$ cat config.mk
export PLATFORM = sky130hd
export DESIGN_NAME = multicycle_control
export DESIGN_NICKNAME = d
export VERILOG_FILES = /design/src/rtl/multicycle_control.sv
export SDC_FILE = /design/constraint.sdc
export NUM_CORES = 1
export LEC_CHECK = 0
export CORE_ASPECT_RATIO = 0.9
export CORE_UTILIZATION = 44
export DETAILED_ROUTE_END_ITERATION = 10
export GPL_TIMING_DRIVEN = 0
export PLACE_DENSITY = 0.69
export RECOVER_POWER = 25
export SLEW_MARGIN = 20
export SYNTH_ARGS = -nofsm -noshare
export SYNTH_HDL_FRONTEND = slang
export SYNTH_SLANG_ARGS = --single-unit
export TNS_END_PERCENT = 50
$ cat constraint.sdc
create_clock -name Clk -period 4.6 [get_ports Clk]
set_clock_uncertainty 0.15 [all_clocks]
set_input_delay 0.92 -clock Clk [delete_from_list [all_inputs] [get_ports Clk]]
set_output_delay 0.92 -clock Clk [all_outputs]
set_load 0.02 [all_outputs]
$ cat src/rtl/multicycle_control.sv
// Multi-cycle LEGv8 control unit: FETCH/DECODE/EXEC/MEM/WB sequencer with memory
// handshakes, timeout and illegal-opcode traps, and a retired-instruction counter.
module multicycle_control #(
    parameter int OPCODE_W = 11,
    parameter int ALUOP_W  = 4,
    parameter int TIMEOUT  = 16,
    parameter int COUNT_W  = 32
) (
    input  logic                Clk,
    input  logic                Reset_L,
    input  logic [OPCODE_W-1:0] opcode,
    input  logic                imem_ready,
    input  logic                dmem_ready,
    input  logic                zero,
    output logic                imem_req,
    output logic                ir_write,
    output logic                pc_write,
    output logic                reg2loc,
    output logic                alusrc,
    output logic                mem2reg,
    output logic                regwrite,
    output logic                memread,
    output logic                memwrite,
    output logic                branch,
    output logic                uncond_branch,
    output logic                zornz,
    output logic [ALUOP_W-1:0]  aluop,
    output logic [2:0]          signop,
    output logic [2:0]          state,
    output logic [1:0]          trap_cause,
    output logic [COUNT_W-1:0]  retired
);

    localparam int WAIT_W = $clog2(TIMEOUT + 1);

    typedef enum logic [2:0] {
        S_FETCH  = 3'd0,
        S_DECODE = 3'd1,
        S_EXEC   = 3'd2,
        S_MEM    = 3'd3,
        S_WB     = 3'd4,
        S_TRAP   = 3'd7
    } state_e;

    typedef enum logic [3:0] {
        C_ILL, C_AND, C_ORR, C_ADD, C_SUB, C_ADDI, C_SUBI,
        C_MOVZ, C_LDUR, C_STUR, C_B, C_CBZ, C_CBNZ
    } cls_e;

    function automatic cls_e classify(input logic [10:0] op);
        cls_e c;
        casez (op)
            11'b11111000010: c = C_LDUR;
            11'b11111000000: c = C_STUR;
            11'b10001011000: c = C_ADD;
            11'b11001011000: c = C_SUB;
            11'b10001010000: c = C_AND;
            11'b10101010000: c = C_ORR;
            11'b10110100???: c = C_CBZ;
            11'b10110101???: c = C_CBNZ;
            11'b000101?????: c = C_B;
            11'b1001000100?: c = C_ADDI;
            11'b1101000100?: c = C_SUBI;
            11'b110100101??: c = C_MOVZ;
            default:         c = C_ILL;
        endcase
        return c;
    endfunction

    state_e                state_q, state_d;
    logic [WAIT_W-1:0]     wait_q, wait_d;
    logic [OPCODE_W-1:0]   op_q, op_d;
    logic [1:0]            trap_q, trap_d;
    logic [COUNT_W-1:0]    retired_q, retired_d;
    cls_e                  dec_cls, cur_cls;
    logic                  retire;
    logic                  wait_expired;

    assign dec_cls      = classify(opcode[10:0]);
    assign cur_cls      = classify(op_q[10:0]);
    assign wait_expired = (wait_q == WAIT_W'(TIMEOUT - 1));

    always_ff @(posedge Clk) begin
        if (!Reset_L) begin
            state_q   <= S_FETCH;
            wait_q    <= '0;
            op_q      <= '0;
            trap_q    <= 2'b00;
            retired_q <= '0;
        end else begin
            state_q   <= state_d;
            wait_q    <= wait_d;
            op_q      <= op_d;
            trap_q    <= trap_d;
            retired_q <= retired_d;
        end
    end

    always_comb begin
        state_d = state_q;
        wait_d  = wait_q;
        op_d    = op_q;
        trap_d  = trap_q;
        retire  = 1'b0;
        case (state_q)
            S_FETCH: begin
                if (imem_ready) begin
                    state_d = S_DECODE;
                    wait_d  = '0;
                end else if (wait_expired) begin
                    state_d = S_TRAP;
                    trap_d  = 2'b10;
                    wait_d  = '0;
                end else begin
                    wait_d = wait_q + WAIT_W'(1);
                end
            end
            S_DECODE: begin
                op_d = opcode;
                if (dec_cls == C_ILL) begin
                    state_d = S_TRAP;
                    trap_d  = 2'b01;
                end else begin
                    state_d = S_EXEC;
                end
            end
            S_EXEC: begin
                case (cur_cls)
                    C_B, C_CBZ, C_CBNZ: begin
                        state_d = S_FETCH;
                        retire  = 1'b1;
                    end
                    C_LDUR, C_STUR: state_d = S_MEM;
                    default:        state_d = S_WB;
                endcase
            end
            S_MEM: begin
                if (dmem_ready) begin
                    wait_d = '0;
                    if (cur_cls == C_LDUR) begin
                        state_d = S_WB;
                    end else begin
                        state_d = S_FETCH;
                        retire  = 1'b1;
                    end
                end else if (wait_expired) begin
                    state_d = S_TRAP;
                    trap_d  = 2'b10;
                    wait_d  = '0;
                end else begin
                    wait_d = wait_q + WAIT_W'(1);
                end
            end
            S_WB: begin
                state_d = S_FETCH;
                retire  = 1'b1;
            end
            S_TRAP: state_d = S_TRAP;
            // Unused encodings recover to a clean fetch.
            default: begin
                state_d = S_FETCH;
                wait_d  = '0;
            end
        endcase
        retired_d = retire ? retired_q + COUNT_W'(1) : retired_q;
    end

    always_comb begin
        imem_req      = 1'b0;
        ir_write      = 1'b0;
        pc_write      = 1'b0;
        reg2loc       = 1'b0;
        alusrc        = 1'b0;
        mem2reg       = 1'b0;
        regwrite      = 1'b0;
        memread       = 1'b0;
        memwrite      = 1'b0;
        branch        = 1'b0;
        uncond_branch = 1'b0;
        zornz         = 1'b0;
        aluop         = '0;
        signop        = 3'b000;
        case (state_q)
            S_FETCH: begin
                imem_req = 1'b1;
                ir_write = imem_ready;
                pc_write = imem_ready;
            end
            S_EXEC: begin
                case (cur_cls)
                    C_AND:  aluop = ALUOP_W'(4'b0000);
                    C_ORR:  aluop = ALUOP_W'(4'b0001);
                    C_ADD:  aluop = ALUOP_W'(4'b0010);
                    C_SUB:  aluop = ALUOP_W'(4'b0110);
                    C_ADDI: begin aluop = ALUOP_W'(4'b0010); alusrc = 1'b1; end
                    C_SUBI: begin aluop = ALUOP_W'(4'b0110); alusrc = 1'b1; end
                    C_MOVZ: begin aluop = ALUOP_W'(4'b1000); alusrc = 1'b1; signop = 3'b100; end
                    C_LDUR: begin aluop = ALUOP_W'(4'b0010); alusrc = 1'b1; signop = 3'b001; end
                    C_STUR: begin
                        aluop   = ALUOP_W'(4'b0010);
                        alusrc  = 1'b1;
                        reg2loc = 1'b1;
                        signop  = 3'b001;
                    end
                    C_B: begin
                        uncond_branch = 1'b1;
                        pc_write      = 1'b1;
                        signop        = 3'b010;
                    end
                    C_CBZ, C_CBNZ: begin
                        aluop    = ALUOP_W'(4'b0111);
                        reg2loc  = 1'b1;
                        signop   = 3'b011;
                        branch   = 1'b1;
                        zornz    = (cur_cls == C_CBZ);
                        pc_write = (cur_cls == C_CBZ) ? zero : ~zero;
                    end
                    default: ;
                endcase
            end
            S_MEM: begin
                alusrc   = 1'b1;
                aluop    = ALUOP_W'(4'b0010);
                memread  = (cur_cls == C_LDUR);
                memwrite = (cur_cls == C_STUR);
            end
            S_WB: begin
                regwrite = 1'b1;
                mem2reg  = (cur_cls == C_LDUR);
            end
            default: ;
        endcase
    end

    assign state      = state_q;
    assign trap_cause = trap_q;
    assign retired    = retired_q;

endmodule

Yosys cells after proc, flatten, opt, wreduce, memory -nomap -nowiden. Cells that the tools add are included.

Multiplexer cells: 45. Bitwise gates (word level): 1. Reductions and logical operators: 12. Add/sub/neg operators: 2. Eq/ne operators: 44.

Operator list (number): $eq 11x11->1 const B (12); $pmux 4 s12 (2); $eq 10x10->1 const B (4); $add 32x1->32 const B (1); $eq 8x8->1 const B (4); $eq 4x4->1 const B (5); $pmux 4 s5 (1); $mux 1 (19); $eq 9x9->1 const B (2); $mux 3 (6); $eq 4x3->1 const B (4); $mux 5 (3); $pmux 3 s5 (1); $pmux 5 s3 (1); $eq 6x3->1 const B (2); $pmux 3 s4 (1); $eq 4x2->1 const B (2); $mux 2 (4); $pmux 4 s2 (1); $reduce_or 4->1 (2); $eq 3x2->1 const B (2); $eq 3x3->1 const B (2); $ne 2x2->1 const B (3); $pmux 1 s2 (3); 14 further kinds (17).

Output and inout bits: 56. Word-level logic and storage cells: 109. Input port bits: 16. Register bits: 53.

Longest topological paths before layout. Gate-level depths: netlist of the first run.

Word-level depth: 6. Mapped depth: 10. Mapped depth without buffers: 7.

Worst setup path after synthesis of the first run. No wires, ideal clock.

Kind: in2out. From: input port zero. To: output port pc_write. Slack: 1.263 ns. Required time: 3.530 ns. Arrival: 2.267 ns. Cell stages on the path: 3. Path buffers: 0. Cell sequence: xor2_1 > a21oi_1 > a2111oi_0.

Cells in the longest elaborated chain, start to end: 4.

RTL lines: start, declared (line 14) `input logic zero,`; $not 1->1 (line 216) `pc_write = (cur_cls == C_CBZ) ? zero : ~zero;`; $mux 1 (*) (line 216); $pmux 1 s2 (*) (line 190) `case (cur_cls)`; $pmux 1 s2 (*) (line 183) `case (state_q)`; end, declared (line 17) `output logic pc_write,`.

Mark *: on every way between the ends. The rest lies on a longest branch, timed or not.

Worst setup path after layout of the first run.
From: register op_q[1]. To: output port aluop[1].

Cells in the longest elaborated chain, start to end: 6. Elaborated cells between the ends (all ways): 24. Those cells by class: eq/ne (18); mux (3); reduce/logical (3).

RTL lines: start, declared (line 72) `logic [OPCODE_W-1:0] op_q, op_d;`; start signal, assigned (line 93) `op_q <= op_d;`; $eq 11x11->1 or $eq 10x10->1 (tied branches) (line 52) `casez (op)`; $pmux 4 s12 (*) (line 52); $eq 4x4->1 (tied with other cells) (line 190); $reduce_or 4->1 (no source line) (tied with other cells); $pmux 4 s5 (*) (line 190); $pmux 4 s2 (*) (line 183); end, declared (line 27) `output logic [ALUOP_W-1:0] aluop,`.

Marked as above.

==> results of run 1 <==
[through the flow]
step | hold slack, ns | setup slack (ns) | instances | power (mW)
3_5_place_dp | 0.312 | 0.829 | 564 | 0.809
3_3_place_gp | 0.300 | 0.794 | 564 | 0.804
4_1_cts | 0.326 | 0.534 | 572 | 1.19
6_report | 0.326 | 0.523 | 572 | 1.18
2_1_floorplan | 0.287 | 1.26 | 404 | 0.708
5_1_grt | 0.347 | 0.393 | 572 | 1.24
[Yosys cell counts, types with 3 or more instances]
master,n,share of area
o21a_1,3,0.0073
a31oi_1,5,0.010
dfxtp_1,53,0.34
nand2_1,52,0.063
inv_1,15,0.018
nand3b_1,3,0.0073
nand4_1,14,0.028
nor3_1,7,0.011
a21oi_1,41,0.066
and3_1,8,0.016
nand2b_1,7,0.014
nor2b_1,3,0.0060
nor3b_1,4,0.0097
xnor2_1,17,0.048
nor2_1,45,0.054
buf_4,3,0.0073
o21ai_0,11,0.018
a211oi_1,5,0.012
or4b_2,3,0.0097
o31ai_1,10,0.024
xor2_1,3,0.0085
or3_1,3,0.0060
buf_2,3,0.0048
nand3_1,11,0.018
nor4_1,3,0.0060
or4_1,11,0.027
clkbuf_1,13,0.016
a311oi_1,3,0.0085
mux2i_1,5,0.016
[metal layers]
layer  vias up  GRT usage  routed length [um]
li1       1610          -                   -
met1      1517      0.348                4430
met2        89      0.379                3770
met3         4     0.0472                 439
met4         0     0.0419                  41
met5         -          0                   0
[path summary, 6_finish.rpt]
| check | cells past startpoint | startpoint | to |
|---|---|---|---|
| worst max-delay path | 6 | op_q[1] | aluop[1] |
| worst min register to register | 2 | op_q[0] | op_q[0] |
| worst min-delay path | 2 | op_q[0] | op_q[0] |
| worst max register to register | 8 | op_q[10] | retired[5] |
[tightest hold or removal path, cell delays in order, from the launching register on]
cell     delay [ns]
dfxtp_1        0.32
nand2_1        0.06
a21oi_1        0.06
[sequential cells by signal, indices dropped and copies added, names as in the netlist]
register	cells
state	3
retired	32
trap_cause	2
op_q	11
wait_q	5
[power breakdown]
group,switching [mW],internal (mW),total [mW],leakage (nW)
Clock,0.158,0.219,0.377,0.0687
Sequential,0.0297,0.486,0.516,0.429
Combinational,0.166,0.119,0.285,0.870
[cell usage in the layout (no fill, tap or decap), types with 12 or more instances in the layout]
cell,instances
xnor2_1,17
inv_1,15
clkdlybuf4s50_1,58
nor2_1,45
dlygate4sd3_1,12
a21oi_1,41
nand2_1,52
nand4_1,14
dfxtp_1,53
clkbuf_1,13
[kinds of logic after synthesis]
| family | after synthesis |
|---|---|
| buffers and inverters | 37 |
| AND/OR/NAND/NOR | 191 |
| AO/OA/AOI/OAI | 96 |
| adder cells (fa/ha/maj) | 2 |
| XOR/XNOR | 20 |
| multiplexers | 5 |
| flip-flops | 53 |
[final cells by class]
type | count | area [um^2] | share of cell area
well taps | 90 | 113 | 0.0278
clock buffers | 5 | 68.8 | 0.0170
flip-flops and latches | 53 | 1060 | 0.262
clock inverters | 3 | 68.8 | 0.0170
repair buffers | 70 | 701 | 0.173
plain buffers | 21 | 109 | 0.0269
inverters | 16 | 60.1 | 0.0148
multi-input cells | 314 | 1870 | 0.462
==> run metrics, run 1 <==
Setup crit end kind primary output; clock latency on the worst-skew pair a little over 0.3 ns; largest net degree at the start of global routing 18; grt ovf 0; Total GRT Usage 0.242; CTS sink count 53; CP max stage delay between 0.7 and 0.8 ns; final instance area 4050 um^2; die area 7400 um^2; Vias approximately 3200; R2R setup slack 1.82 ns; critical path peak fanout 9; Yosys cell types 57; vias in the first global route 2957; Die H 81.7 um; Placed Area 3920 um^2; Worst-path clk slew 0.09 ns; Post-Synth Adder-Cell Area 0.00806; ratio of total power to cell area 291 nW/um^2; Cell Rows 28; DRT Pass-1 Iters 5; minimum clock period 4.08 ns; postcts setup bufs 0; Seq/Total Area, Yosys 0.342; RSZ-0062 raised after global routing no; worst ir drop on vdd around 0.23 mV; global placer's final weighted congestion 0.879; mux contribution to synthesized area 0.0161; CP Cell Sequence clkbuf_1, or4b_2, nor4b_1, a2111oi_0, a21oi_1, clkdlybuf4s50_1; fmax 245 MHz; ys async rst share 0; Post-Synth Simple-Gate Area 0.321; Post-DRT Antenna Nets 0; max_cap viols 0; min-delay worst type reg -> reg; DR vias/cell 5.63; mean post-synth cell area 7.68 um^2; Synth Area in Compound Gates 0.202; Relative slew margins 0.497; root buffer selected by CTS clkbuf_8; Tightest Pin Transition 0.747 ns; initial antenna violation count 0; Synthesized Nets ~420; nets 499; CP Buf/Inv Count 2; Die X 90.5 um; CP Data Required Time 3.53 ns; Synth Cell Area 3100 um^2; EDFF count, synth 0; DR iter-0 viols 187; critical path class reg -> out; CTS tree yes; max-slew violations 0; CTS-repair resized insts 0; crit start category register; crit path DAT 3.01 ns; number of buffers created by CTS 5; Cells after Synth 404; fin crit share 0.886; DRC 0; Max clock buf depth 2; detailed placement HPWL between 6 and 7 mm; Starting Density 0.464; WL/cell 15.2 um; Final Util 0.605; setup tns final 0 ns; layout cells sized above 1 0.0602; ANT cells 0; H-tree depth 2; Top Ports 72; Crit path max-delay family simple AND/OR/NAND/NOR gates; Synthesis Warnings 0; Layout fillers 622; slowest CP cell or4b_2; final setup vio count 0; first-pass GRT wire length 14.4 mm; Hold Vio Cnt, Final 0; post-synthesis register bit count 53; PortBufs 70; CTS Hold Buffers Added 0; status finished clean; Synth Area in XOR/XNOR 0.0564; Main synth FF type dfxtp_1; largest family of logic cells by synthesized area simple AND/OR/NAND/NOR gates; Area Overhead vs Synth 30.5%; Leak Pwr 1.37 nW; DRT Wirelength 8.68 mm; Core Box Area ~6700 um^2
Note: power is estimated with default switching activity, not from simulation.
==> inputs of run 2 (changes only) <==
--- a/config.mk
+++ b/config.mk
@@ -9,6 +9,7 @@
 export CORE_UTILIZATION = 44
 export DETAILED_ROUTE_END_ITERATION = 10
 export GPL_TIMING_DRIVEN = 0
+export MAX_ROUTING_LAYER = met4
 export PLACE_DENSITY = 0.69
 export RECOVER_POWER = 25
 export SLEW_MARGIN = 20
==> run 2 against run 1 <==
Compared with the run above:
- register-to-register slack lost 0.02 ns
- critical endpoint unchanged
- flip-flop and latch count did not move
- clock-buffer cell count did not move
==> run metrics, run 2 (synthesized netlist as in run 1, its figures left out) <==
status finished clean (unchanged); DR vias/cell 5.61 (was 5.63); Multi-input gate area 1870 um^2 (unchanged); reg2reg path depth 8 (unchanged); detailed placement HPWL 6.44 mm (unchanged); CTS-repair resized insts 0 (unchanged); Die H 81.7 um (unchanged); first-pass GRT wire length 14.5 mm (was 14.4 mm); CTS sink count 53 (unchanged); slowest CP cell or4b_2 (unchanged); DRT Pass-1 Iters 5 (unchanged); hold path cells 2 (unchanged); DRT Wirelength 8.70 mm (was 8.68 mm); max_cap viols 0 (unchanged); Hold Vio Cnt, Final 0 (unchanged); initial antenna violation count 0 (unchanged); Total GRT Usage 0.249 (was 0.242); Vias 3211 (was 3220); postcts setup bufs 0 (unchanged); root buffer selected by CTS clkbuf_8 (unchanged); die area 7400 um^2 (unchanged); number of buffers created by CTS 5 (unchanged); WL/cell 15.2 um (about the same); min-delay worst type reg -> reg (unchanged); RSZ-0062 raised after global routing no (unchanged); layout cells sized above 1 0.0602 (unchanged); Top Ports 72 (unchanged); largest net degree at the start of global routing 18 (unchanged); fmax 246 MHz (was 245 MHz); Tightest Pin Transition 0.753 ns (was 0.747 ns); critical path peak fanout 9 (unchanged); Leak Pwr 1.37 nW (unchanged); Post-DRT Antenna Nets 0 (unchanged); vias in the first global route 2950 (was 2957); ratio of total power to cell area 291 nW/um^2 (about the same); Worst-path clk slew 0.09 ns (about the same); Hold Slack 0.327 ns (was 0.326 ns); number of flip-flops in the largest register 32 (unchanged); FF/Latch Area 1060 um^2 (unchanged); Crit path max-delay family simple AND/OR/NAND/NOR gates (unchanged); minimum clock period 4.06 ns (was 4.08 ns); reg2reg end retired[5] (unchanged); worst r2r src op_q[10] (unchanged); CP Cell Sequence clkbuf_1, or4b_2, nor4b_1, a2111oi_0, a21oi_1, clkdlybuf4s50_1 (unchanged); critical path class reg -> out (unchanged); Max clock buf depth 2 (unchanged); H-tree depth 2 (unchanged); CP Data Required Time 3.53 ns (about the same); worst ir drop on vdd 0.233 mV (about the same); DP Cell Count 564 (unchanged); global placer's final weighted congestion 0.894 (was 0.879); final setup vio count 0 (unchanged); Cell Rows 28 (unchanged); CP Buf/Inv Count 2 (unchanged); Levels on crit path 6 (unchanged); CTS Hold Buffers Added 0 (unchanged); Layout fillers 622 (unchanged); clock latency on the worst-skew pair 0.31 ns (about the same); PortBufs 70 (unchanged); Die X 90.5 um (unchanged); grt ovf 0 (unchanged); nets 499 (unchanged); setup tns final 0 ns (unchanged); DRC 0 (unchanged); crit path from op_q[1] (unchanged); Setup crit end kind primary output (unchanged); crit start category register (unchanged); Setup crit end aluop[1] (unchanged); ANT cells 0 (unchanged); Area Overhead vs Synth 30.5% (unchanged); R2R setup slack 1.80 ns (was 1.82 ns); DR iter-0 viols 179 (was 187); Relative slew margins 0.493 (was 0.497); fin cells 572 (unchanged); CTS tree yes (unchanged); commonest non-fill, non-tap cell in the layout clkdlybuf4s50_1 (unchanged); Starting Density 0.464 (unchanged); max-slew violations 0 (unchanged); Final Power 1.18 mW (about the same); CP max stage delay 0.75 ns (about the same); crit path DAT 2.99 ns (was 3.01 ns); fin crit share 0.883 (was 0.886); most frequent cells in the layout clkdlybuf4s50_1, dfxtp_1, nand2_1 (unchanged); Core Box Area 6690 um^2 (unchanged)
-- run 2: cell counts in the layout (fill, tap and decap cells not counted) --
No cell type changed its count.
-- run 2: worst min-delay path by stage --
stage,start,endpoint,slack [ns]
after floorplan,op_q[0],op_q[0],0.29
after detailed placement,op_q[0],op_q[0],0.31
after CTS,op_q[0],op_q[0],0.33
final,op_q[0],op_q[0],0.33
after global placement,op_q[0],op_q[0],0.30
after global routing,op_q[0],op_q[0],0.35
-- run 2: worst min-delay path, cell delays in order (launching register included) --
cell	delay [ns]
dfxtp_1	0.32
nand2_1	0.06
a21oi_1	0.06
-- run 2: per-layer routing --
metal | part of all wire | up-vias | track usage
li1 | - | 1615 | -
met1 | 0.52 | 1509 | 0.352
met2 | 0.43 | 82 | 0.378
met3 | 0.049 | 5 | 0.0426
met4 | 0.0054 | 0 | 0.0419
met5 | 0 | - | -
-- run 2: where the power goes --
group          switching, mW  internal [mW]
combinational          0.166          0.119
clock                  0.158          0.219
sequential            0.0296          0.486
-- run 2: area by class of cell --
class / instances / share of cell area
Sequential cell: 53 / 0.262
Inverter: 16 / 0.0148
Clock inverter: 3 / 0.0170
Clock buffer: 5 / 0.0170
Tap cell: 90 / 0.0278
Buffer: 21 / 0.0269
Multi-Input combinational cell: 314 / 0.462
Timing Repair Buffer: 70 / 0.173
-- run 2: per-stage QoR --
stage	instance area, um^2	utilization	setup slack (ns)
after global placement	3920	0.585	0.794
final	4050	0.605	0.539
after detailed placement	3920	0.585	0.829
after CTS	4060	0.606	0.534
after floorplan	3100	-	1.26
after global routing	4050	0.605	0.393
==> inputs of run 3 (changes only) <==
--- a/config.mk
+++ b/config.mk
@@ -5,12 +5,14 @@
 export SDC_FILE = /design/constraint.sdc
 export NUM_CORES = 1
 export LEC_CHECK = 0
+export ABC_AREA = 1
 export CORE_ASPECT_RATIO = 0.9
 export CORE_UTILIZATION = 44
 export DETAILED_ROUTE_END_ITERATION = 10
+export GPL_ROUTABILITY_DRIVEN = 1
 export GPL_TIMING_DRIVEN = 0
 export MAX_ROUTING_LAYER = met4
-export PLACE_DENSITY = 0.69
+export PLACE_DENSITY = 0.67
 export RECOVER_POWER = 25
 export SLEW_MARGIN = 20
 export SYNTH_ARGS = -nofsm -noshare
==> run 3 against run 2 <==
Compared with the run above:
- register-to-register slack better by 0.22 ns
- highest routed layer unchanged
- die area increased by 15%
- largest power group is now combinational cells
- clock power down 25%
- synthesized cell count increased by 44%
- cell count grew 32%
- first-iteration DRC count rose by 12%
- fmax up 7.1%
- non-clock buffer count fell by 6
- critical path depth up 4
- global-route usage increased by 0.19 points
- worst hold slack worse by 0.035 ns
==> run metrics, run 3 <==
Main synth FF type dfxtp_1 (unchanged); Yosys cell types 33 (was 57); reg2reg end retired[20] (was retired[5]); first-pass GRT wire length 16.9 mm (was 14.5 mm); Vias 3986 (was 3211); grt ovf 0 (unchanged); Die H 87.7 um (was 81.7 um); DRC 0 (unchanged); largest net degree at the start of global routing 17 (was 18); Total GRT Usage 0.251 (was 0.249); Hold Slack 0.291 ns (was 0.327 ns); status finished clean (unchanged); final setup vio count 0 (unchanged); detailed placement HPWL 8.26 mm (was 6.44 mm); WL/cell 13.8 um (was 15.2 um); ys async rst share 0 (unchanged); critical path peak fanout 6 (was 9); root buffer selected by CTS clkbuf_8 (unchanged); Cell Rows 30 (was 28); Area Overhead vs Synth 24.6% (was 30.5%); postcts setup bufs 0 (unchanged); die area 8520 um^2 (was 7400 um^2); hold path cells 2 (unchanged); worst ir drop on vdd 0.143 mV (was 0.233 mV); vias in the first global route 3494 (was 2950); PortBufs 70 (unchanged); Hold Crit Start wait_q[4] (was op_q[0]); layout cells sized above 1 0.0424 (was 0.0602); Seq/Total Area, Yosys 0.296 (was 0.342); top cells by count, synth nand2_1, nor2_1, inv_1, dfxtp_1, a21oi_1 (was dfxtp_1, nand2_1, nor2_1, a21oi_1, xnor2_1); ANT cells 0 (unchanged); Top Ports 72 (unchanged); Starting Density 0.464 (about the same); initial antenna violation count 0 (unchanged); fmax 264 MHz (was 246 MHz); Final Power 1.51 mW (was 1.18 mW); slowest CP cell clkdlybuf4s50_1 (was or4b_2); CTS Hold Buffers Added 0 (unchanged); crit start category register (unchanged); Die X 97.2 um (was 90.5 um); reg2reg path depth 9 (was 8); global placer's final weighted congestion 0.951 (was 0.894); Max clock buf depth 2 (unchanged); crit path DAT 2.72 ns (was 2.99 ns); Placed Area 4410 um^2 (was 3920 um^2); post-synth top area share 0.296 (was 0.342); CTS-repair resized insts 0 (unchanged); CP Data Required Time 3.53 ns (about the same); Hold Path End wait_q[4] (was op_q[0]); DR iter-0 viols 201 (was 179); EDFF count, synth 0 (unchanged); top-count cell post-synth nand2_1 (was dfxtp_1); setup tns final 0 ns (unchanged); ratio of total power to cell area 338 nW/um^2 (was 291 nW/um^2); minimum clock period 3.79 ns (was 4.06 ns); most frequent cells in the layout nand2_1, nor2_1, clkdlybuf4s50_1 (was clkdlybuf4s50_1, dfxtp_1, nand2_1); CP max stage delay 0.64 ns (was 0.75 ns); Setup crit end kind primary output (unchanged); Synthesized Nets 600 (was 422); RSZ-0062 raised after global routing no (unchanged); critical path class reg -> out (unchanged); CTS sink count 53 (unchanged); CP Cell Sequence inv_1, nand2_1, nor2_1, nand4_1, nand2_1, or2_1, nor2_1, nand3_1, nor3b_1, clkdlybuf4s50_1 (was clkbuf_1, or4b_2, nor4b_1, a2111oi_0, a21oi_1, clkdlybuf4s50_1); DRT Pass-1 Iters 4 (was 5); worst r2r src op_q[8] (was op_q[10]); Leak Pwr 1.74 nW (was 1.37 nW); fin crit share 0.824 (was 0.883); clock latency on the worst-skew pair 0.32 ns (was 0.31 ns); DR vias/cell 5.27 (was 5.61); max_cap viols 0 (unchanged); final instance area 4470 um^2 (was 4050 um^2); max-slew violations 0 (unchanged); Crit path max-delay family simple AND/OR/NAND/NOR gates (unchanged); Post-DRT Antenna Nets 0 (unchanged); CP Buf/Inv Count 2 (unchanged); H-tree depth 2 (unchanged); Synth Cell Area 3590 um^2 (was 3100 um^2); number of buffers created by CTS 5 (unchanged); R2R setup slack 2.02 ns (was 1.80 ns); min-delay worst type reg -> reg (unchanged); Tightest Pin Transition 0.704 ns (was 0.753 ns); Worst-path clk slew 0.09 ns (about the same); Synth area leaders dfxtp_1, nand2_1, nor2_1 (was dfxtp_1, a21oi_1, nand2_1); number of flip-flops in the largest register 32 (unchanged); Relative slew margins 0.527 (was 0.493); Synthesis Warnings 0 (unchanged); mean post-synth cell area 6.16 um^2 (was 7.68 um^2); Cells after Synth 582 (was 404); Hold Vio Cnt, Final 0 (unchanged); Core Box Area 7730 um^2 (was 6690 um^2); nets 677 (was 499); area leader, netlist dfxtp_1 (unchanged); commonest non-fill, non-tap cell in the layout nand2_1 (was clkdlybuf4s50_1); DRT Wirelength 10.4 mm (was 8.70 mm); CTS tree yes (unchanged); post-synthesis register bit count 53 (unchanged); Final Util 0.578 (was 0.605)
[run 3: cell types whose count changed after synthesis, moves of 9 or more]
cell     previous run  this run
nor2_1             45        74
nand2_1            52       172
or4_1              11         0
inv_2               0         9
nor3_1              7        23
o31ai_1            10         0
xor2_1              3        17
nand3_1            11        27
inv_1              15        55
[run 3: area by class of cell]
class | count | area, um^2
sequential | 53 | 1060
buffer | 15 | 67.6
clock buffer | 6 | 82.6
clock inverter | 2 | 13.8
multi-input combinational | 449 | 2180
timing repair buffer | 70 | 701
fill | 801 | 3260
tap | 96 | 120
inverter | 65 | 244
[run 3: worst register-to-register path: stages (launching register included)]
cell and delay, ns:
dfxtp_1 0.44, nand2_1 0.10, nor2_1 0.15, nand4_1 0.28, nand2_1 0.21, nand2_1 0.21
nand4_1 0.33, clkbuf_1 0.41, nand2_1 0.12, a21oi_1 0.14
[run 3: worst max-delay path by stage]
stage / startpoint / end / slack [ns] / depth (start not counted)
final: op_q[9] / signop[2] / 0.81 / 10
after global routing: op_q[9] / signop[2] / 0.61 / 10
after CTS: op_q[4] / signop[2] / 0.93 / 10
after detailed placement: imem_ready / pc_write / 1.02 / 6
after global placement: imem_ready / pc_write / 1.01 / 6
after floorplan: op_q[4] / aluop[3] / 1.82 / 7
[run 3: through the flow]
stage	worst slack, ns	std cells
after floorplan	1.82	582
after global placement	1.01	748
after detailed placement	1.02	748
after CTS	0.928	756
after global routing	0.613	756
final	0.809	756
[run 3: kinds of logic after synthesis]
| logic type | count (synthesis) | synth area share |
|---|---|---|
| and+or+nand+nor | 339 | 0.417 |
| xor gates and xnor gates | 32 | 0.0781 |
| buffers and inverters | 80 | 0.0900 |
| adders and majority gates | 2 | 0.00697 |
| DFF | 53 | 0.296 |
| AOI/OAI and AO/OA | 76 | 0.112 |
[run 3: metal layers]
layer,vias to the layer above,global-route usage,routed length (um)
met3,8,0.0279,477
met5,-,-,0
met1,1839,0.383,5660
met2,99,0.353,4180
li1,2040,-,-
met4,0,0.0488,76
[run 3: where the power goes]
group / internal [mW] / switching (mW)
clock: 0.122 / 0.159
sequential: 0.524 / 0.0805
combinational: 0.215 / 0.410
